File: src/rtl/packet_receiver.sv
// rtl/packet_receiver.sv - UART byte-stream packet framer (optional PKT_RX_CHECKSUM_EN trailing XOR byte)
module packet_receiver #(
    parameter logic [7:0] SYNC_BYTE      = 8'hA5,
    parameter int         MAX_WORDS      = 16,
    parameter int         TIMEOUT_CYCLES = 10416
) (
    input  logic        clk,
    input  logic        resetn,
    input  logic [7:0]  rx_data,
    input  logic        rx_valid,
    output logic [15:0] word_out,
    output logic        word_valid,
    output logic [7:0]  word_index,
    output logic        pkt_start,
    output logic        pkt_done,
    output logic        pkt_error,
    output logic [1:0]  err_code,
    output logic        busy
);

    localparam int            TW       = $clog2(TIMEOUT_CYCLES + 1);
    localparam logic [TW-1:0] TMO_LAST = TW'(TIMEOUT_CYCLES - 1);
    localparam logic [7:0]    MAX_LEN  = 8'(MAX_WORDS);

    typedef enum logic [2:0] {
        S_IDLE,
        S_LEN,
        S_LO,
        S_HI
`ifdef PKT_RX_CHECKSUM_EN
        , S_CSUM
`endif
    } state_t;

    state_t        state_q, state_d;
    logic [TW-1:0] tmo_q, tmo_d;
    logic [7:0]    len_q, len_d;
    logic [7:0]    cnt_q, cnt_d;
    logic [7:0]    lo_q, lo_d;
    logic [15:0]   word_out_q, word_out_d;
    logic          word_valid_q, word_valid_d;
    logic [7:0]    word_index_q, word_index_d;
    logic          pkt_start_q, pkt_start_d;
    logic          pkt_done_q, pkt_done_d;
    logic          pkt_error_q, pkt_error_d;
    logic [1:0]    err_code_q, err_code_d;
    logic          busy_q, busy_d;
    logic          tmo_hit;
`ifdef PKT_RX_CHECKSUM_EN
    logic [7:0]    acc_q, acc_d;
`endif

    // Next-state, datapath and registered-output computation
    always_comb begin
        state_d      = state_q;
        len_d        = len_q;
        cnt_d        = cnt_q;
        lo_d         = lo_q;
        word_out_d   = word_out_q;
        word_valid_d = 1'b0;
        word_index_d = word_index_q;
        pkt_start_d  = 1'b0;
        pkt_done_d   = 1'b0;
        pkt_error_d  = 1'b0;
        err_code_d   = err_code_q;
`ifdef PKT_RX_CHECKSUM_EN
        acc_d        = acc_q;
`endif

        // Idle-gap counter; a byte always restarts it
        if (rx_valid || state_q == S_IDLE) begin
            tmo_d = '0;
        end else if (tmo_q != '1) begin
            tmo_d = tmo_q + 1'b1;
        end else begin
            tmo_d = tmo_q;
        end
        tmo_hit = (state_q != S_IDLE) && !rx_valid && (tmo_q == TMO_LAST);

        if (rx_valid) begin
            case (state_q)
                S_IDLE: begin
                    if (rx_data == SYNC_BYTE) state_d = S_LEN;
                end
                S_LEN: begin
                    if (rx_data != 8'd0 && rx_data <= MAX_LEN) begin
                        len_d       = rx_data;
                        cnt_d       = 8'd0;
                        pkt_start_d = 1'b1;
                        err_code_d  = 2'd0;
                        state_d     = S_LO;
`ifdef PKT_RX_CHECKSUM_EN
                        acc_d       = rx_data;
`endif
                    end else begin
                        pkt_done_d  = 1'b1;
                        pkt_error_d = 1'b1;
                        err_code_d  = 2'd1;
                        state_d     = S_IDLE;
                    end
                end
                S_LO: begin
                    lo_d    = rx_data;
                    state_d = S_HI;
`ifdef PKT_RX_CHECKSUM_EN
                    acc_d   = acc_q ^ rx_data;
`endif
                end
                S_HI: begin
                    word_out_d   = {rx_data, lo_q};
                    word_valid_d = 1'b1;
                    word_index_d = cnt_q;
                    cnt_d        = cnt_q + 8'd1;
`ifdef PKT_RX_CHECKSUM_EN
                    acc_d        = acc_q ^ rx_data;
                    state_d      = (cnt_q + 8'd1 == len_q) ? S_CSUM : S_LO;
`else
                    if (cnt_q + 8'd1 == len_q) begin
                        pkt_done_d = 1'b1;
                        state_d    = S_IDLE;
                    end else begin
                        state_d    = S_LO;
                    end
`endif
                end
`ifdef PKT_RX_CHECKSUM_EN
                S_CSUM: begin
                    pkt_done_d = 1'b1;
                    if (rx_data != acc_q) begin
                        pkt_error_d = 1'b1;
                        err_code_d  = 2'd3;
                    end
                    state_d = S_IDLE;
                end
`endif
                default: state_d = S_IDLE;
            endcase
        end else if (tmo_hit) begin
            pkt_done_d  = 1'b1;
            pkt_error_d = 1'b1;
            err_code_d  = 2'd2;
            state_d     = S_IDLE;
        end

        busy_d = (state_d != S_IDLE);
    end

    // State and output registers
    always_ff @(posedge clk or negedge resetn) begin
        if (!resetn) begin
            state_q      <= S_IDLE;
            tmo_q        <= '0;
            len_q        <= 8'd0;
            cnt_q        <= 8'd0;
            lo_q         <= 8'd0;
            word_out_q   <= 16'd0;
            word_valid_q <= 1'b0;
            word_index_q <= 8'd0;
            pkt_start_q  <= 1'b0;
            pkt_done_q   <= 1'b0;
            pkt_error_q  <= 1'b0;
            err_code_q   <= 2'd0;
            busy_q       <= 1'b0;
`ifdef PKT_RX_CHECKSUM_EN
            acc_q        <= 8'd0;
`endif
        end else begin
            state_q      <= state_d;
            tmo_q        <= tmo_d;
            len_q        <= len_d;
            cnt_q        <= cnt_d;
            lo_q         <= lo_d;
            word_out_q   <= word_out_d;
            word_valid_q <= word_valid_d;
            word_index_q <= word_index_d;
            pkt_start_q  <= pkt_start_d;
            pkt_done_q   <= pkt_done_d;
            pkt_error_q  <= pkt_error_d;
            err_code_q   <= err_code_d;
            busy_q       <= busy_d;
`ifdef PKT_RX_CHECKSUM_EN
            acc_q        <= acc_d;
`endif
        end
    end

    assign word_out   = word_out_q;
    assign word_valid = word_valid_q;
    assign word_index = word_index_q;
    assign pkt_start  = pkt_start_q;
    assign pkt_done   = pkt_done_q;
    assign pkt_error  = pkt_error_q;
    assign err_code   = err_code_q;
    assign busy       = busy_q;

endmodule

File: config.mk
export PLATFORM = sky130hd
export DESIGN_NAME = packet_receiver
export DESIGN_NICKNAME = d
export VERILOG_FILES = /design/src/rtl/packet_receiver.sv
export SDC_FILE = /design/constraint.sdc
export NUM_CORES = 1
export LEC_CHECK = 0
export CAP_MARGIN = 25
export CORE_MARGIN = 3
export CORE_UTILIZATION = 50
export DETAILED_ROUTE_END_ITERATION = 8
export GPL_TIMING_DRIVEN = 0
export PLACE_DENSITY = 0.73
export RECOVER_POWER = 25
export SLEW_MARGIN = 30
export SYNTH_ARGS = -nofsm -noshare
export SYNTH_HDL_FRONTEND = slang
export SYNTH_SLANG_ARGS = --single-unit
File: constraint.sdc
create_clock -name clk -period 2.6 [get_ports clk]
set_clock_uncertainty 0.1 [all_clocks]
set_input_delay 0.52 -clock clk [delete_from_list [all_inputs] [get_ports clk]]
set_output_delay 0.52 -clock clk [all_outputs]
set_load 0.005 [all_outputs]
**Word-level counts from Yosys, hierarchy flattened**

Index checks and enable logic that the tools add are counted.

- $add $sub $neg: 2
- $mul: 0
- Divide/modulo/power cells: 0
- Order comparisons: 1
- Equal/unequal tests: 9
- Shift operators: 0
- Muxes and demuxes: 26
- Bitwise logic cells: 0
- Reductions and logical operators: 17

Operator list:

| kind | count |
|---|---|
| $mux 14 | 2 |
| $pmux 8 s2 | 1 |
| $add 14x1->14 const B | 1 |
| $eq 14x14->1 const B | 1 |
| $ne 14x14->1 const B | 1 |
| $mux 1 | 12 |
| $pmux 3 s4 | 1 |
| $mux 2 | 5 |
| $mux 3 | 3 |
| $add 8x1->8 const B | 1 |
| $eq 8x8->1 | 1 |
| $eq 8x8->1 const B | 1 |
| $le 8x5->1 const B | 1 |
| $mux 8 | 1 |
| $reduce_bool 8->1 | 1 |
| $eq 3x2->1 const B | 2 |
| $reduce_and 2->1 | 3 |
| $reduce_and 3->1 | 2 |
| $reduce_bool 2->1 | 3 |
| $reduce_bool 3->1 | 2 |
| $eq 3x1->1 const B | 1 |
| $logic_and 1x1->1 | 3 |
| $logic_not 3->1 | 1 |
| $ne 2x1->1 const B | 1 |
| other kinds (4) | 4 |

- Register bits after elaboration: 72
- Latch bits: 0
- Memory bits (writable): 0
- ROM bits: 0
- Bits of input ports: 11
- Output and inout port bits: 31
- Logic and storage cells: 68
- Memories kept: 0

**Longest topological paths before layout**

- Depth in word-level cells: 6
- Gate-level depth with buffers: 8
- Depth with buffers taken out: 7

**Worst setup path after synthesis**

Ideal clock, no wire load.

- Path type: register to register
- Start point: register tmo_q[0]
- End point: register tmo_q[11]
- Setup time: 0.132 ns
- Arrival time: 1.674 ns
- Required time: 2.368 ns
- Setup slack: 0.694 ns
- Cell stages (with the launch flop): 9
- Buffers on the path: 1
- Period minus slack after synthesis: 1.906 ns
- Cell sequence: dfrtp_1 > ha_1 > nand3_1 > or4_1 > buf_4 > o21ai_4 > nor2_1 > xnor2_1 > nor2_1

- Word-level cells in the longest chain between the ends: 3
- Elaborated cells on any way between the ends: 5
- Those cells by class: add/sub (1); eq/ne (1); mux (2); reduce/logical (1)

Ends and longest elaborated chain:

| what | RTL line | text |
|---|---|---|
| from (decl) | 36 | `logic [TW-1:0] tmo_q, tmo_d;` |
| from (signal assigned) | 169 | `tmo_q <= tmo_d;` |
| $add 14x1->14 | 74 | `tmo_d = tmo_q + 1'b1;` |
| $mux 14 | 73 | `end else if (tmo_q != '1) begin` |
| $mux 14 | 71 | `if (rx_valid \|\| state_q == S_IDLE) begin` |

Parallel ways exist; a longest one is shown, timed or not. The select of a mux whose other input is x is not followed.
A chain may end at the register's enable or synchronous reset.

**Final worst setup path**

- Start point: input rx_valid
- End point: register lo_q[4]

- Word-level cells in the longest chain between the ends: 1

Ends and longest elaborated chain:

| what | RTL line | text |
|---|---|---|
| from (decl) | 10 | `input logic rx_valid,` |
| $reduce_and 2->1 (no line) | - |  |
| to (signal assigned) | 172 | `lo_q <= lo_d;` |
| to (decl) | 39 | `logic [7:0] lo_q, lo_d;` |

Every way passes these cells.

==> flow_summary.toml <==
[sta]
worst_slew_pin_slew_ns = 1.44
fmax_mhz = 409
hold_viol_final = 0
timing.hold.ws_ns = 0.357
layout_setup_ws_ns = 0.153
fin_crit_ns = 2.45
slew_headroom = 0.0384
rsz0062_at_grt = "no"
finalCritPeriodShare = 0.941
setup_viol = 0
slew_violations = 0

[clock_network]
cts-root-buf = "clkbuf_8"
clock_latency_ns = 0.35
cts_htree_levels = 3
cts_buffer_depth = 2
clkSlewWorstSetupHoldPaths_ns = 0.08
cts_tree = "done"
post_cts_buffers = 0
cts_sinks = 72
cts-resized-gates = 0
cts_made_buffers = 9

[finish]
final_cell_mix = "94 x nand2_1, 72 x dfrtp_1, 40 x clkdlybuf4s50_1"
layout.nets = 405
layout_commonest_cell = "nand2_1"
drive_above_1_share = 0.123
synthToLayoutAreaGrowth_pct = 23.0
fillers = 522
antenna_cells = 0

[floorplanning]
core_um2 = 6390
die_w_um = 87.6
rows = 29
fp.dieH_um = 87.6
num_io_pins = 42
die_area_um2 = 7670
initial_core_util = 0.521

[synthesis]
synth_area_leaders = "dfrtp_1 54%, nand2_1 11%, mux2_2 4.4%, xnor2_1 3.4%, nor2_1 3.2%"
synth_top_area_share = 0.542
ys_ff_latch = 72
syn_avg_cell_area_um2 = 9.84
yosysWarnings = 0
syn_nets = 351
async_flop_share = 1.00
synth_cells = 338
synth_seq_area_share = 0.542
synth_cell_types = 49
synth_top_flop_cell = "dfrtp_1"
synth_edf_count = 0
synth_top_cell_by_area = "dfrtp_1"
synth_area_um2 = 3330

[placed_design]
pre_cts_ws_ns = -0.189
io_buffers = 41
gp_congestion = 0.917
hpwlAfterDp_um = 4890

[pwr]
power_density_nw_per_um2 = 581
power.total_w = 0.00238
p_leak_nw = 1.98
vdd_drop_max_v = 0.000442

[grt]
grt_pass1_wl_um = 11900
grt_pass1_vias = 2530
antenna_found_initial = 0
track_usage = 0.200
grt_max_degree = 49
gr-total-overflow = 0

[drt]
num_vias = 2555
viasPerCell = 5.39
route.detailed.drc = 0
wl_per_cell_um = 14.7
routed_wl_um = 6960
dr.pass1.iters = 4
ant_nets = 0
drtIter0Drc = 102

[worst_setup_path]
cp.required_ns = 2.73
critPathCaptureType = "flip-flop"
worst_setup_path_start_kind = "input port"
path_max_fanout = 9
arrival_ns = 2.58
crit_type = "input port to flip-flop"

[worst_hold_path]
hold_class = "flip-flop to flip-flop"

[run_status]
status = "finished, final reports clean"

[flow_run]
maxCapViolCount = 0
report_power, final:
part / total [W] / internal, W / leakage (nW) / switching [W]
combinational: 0.000174 / 0.0000873 / 0.879 / 0.0000867
clock: 0.00101 / 0.000572 / 0.113 / 0.000439
sequential: 0.00119 / 0.00117 / 0.988 / 0.0000276
total: 0.00238 / 0.00182 / 1.98 / 0.000553
metrics by stage:
| step | cells | instance area (um^2) | utilization | setup TNS [ns] |
|---|---|---|---|---|
| final | 474 | 4090 | 0.641 | 0 |
| after global routing | 474 | 4090 | 0.641 | 0 |
| after CTS | 474 | 4100 | 0.641 | 0 |
| after detailed placement | 457 | 3860 | 0.604 | -1.60 |
| after global placement | 456 | 3830 | 0.600 | -112.83 |
| after floorplan | 338 | 3330 | - | 0 |
worst paths after layout:
path,endpoint,slack (ns),depth (start not counted),startpoint
max,lo_q[4]$_DFFE_PN0P_,0.15,4,rx_valid
min,word_out[2]$_DFFE_PN0P_,0.36,2,lo_q[2]$_DFFE_PN0P_
max reg2reg,busy$_DFF_PN0_,0.48,6,cnt_q[0]$_DFFE_PN0P_
min reg2reg,word_out[2]$_DFFE_PN0P_,0.36,2,lo_q[2]$_DFFE_PN0P_
max in group asynchronous,word_valid$_DFF_PN0_,0.58,3,resetn
min in group asynchronous,pkt_done$_DFF_PN0_,0.94,2,resetn
Yosys cell counts (3+ instances only):
library cell / instances
nand2_1: 94
dfrtp_1: 72
nor2_1: 28
mux2_2: 13
xnor2_1: 13
nand3_1: 10
a21oi_1: 9
nor3_1: 9
o21ai_0: 9
buf_2: 7
xor2_1: 7
and2_1: 5
clkbuf_1: 4
nand4_1: 4
a21o_1: 3
inv_1: 3
mux2i_1: 3
nand3b_1: 3
nor4_1: 3
nor4bb_1: 3
critical path, cell delays in order:
cell	delay, ns
clkdlybuf4s50_1	0.58
clkinv_1	0.35
nor4b_4	0.72
mux2_2	0.40
logic make-up after synthesis:
| family | Yosys count | share of synthesized area |
|---|---|---|
| buf+inv | 19 | 0.0267 |
| xor+xnor | 21 | 0.0576 |
| compound gates | 33 | 0.0666 |
| fa+ha+maj | 2 | 0.00752 |
| mux | 16 | 0.0530 |
| simple gates | 175 | 0.247 |
| flops | 72 | 0.542 |
routing by layer:
metal	vias to the layer above	track usage	wire length (um)
met5	-	0	0
met4	0	0.0767	131
met3	13	0.0574	284
met2	49	0.295	3160
met1	1252	0.280	3380
li1	1241	-	-
final cells by class:
cell class                      count  area (um^2)  share of cell area
Clock buffer                       10          138              0.0336
Timing Repair Buffer               43          442               0.108
Clock inverter                      6         90.1              0.0220
Multi-Input combinational cell    247         1440               0.351
Buffer                             14         70.1              0.0171
Sequential cell                    72         1800               0.440
Inverter                            5         18.8             0.00459
Tap cell                           77         96.3              0.0235
flip-flops by register name (all words and copies together) (netlist names):
register / count
busy: 1
word_index: 8
pkt_error: 1
err_code: 2
word_out: 16
len_q: 8
state_q: 3
pkt_start: 1
pkt_done: 1
word_valid: 1
cnt_q: 8
lo_q: 8
tmo_q: 14
timing repair:
| action | in CTS | in global routing |
|---|---|---|
| endpoints found under the hold margin | 24 | 0 |
| endpoints found under the setup margin | 0 | 0 |
| hold buffers | 1 | 0 |
(Power assumes the default switching activity.)
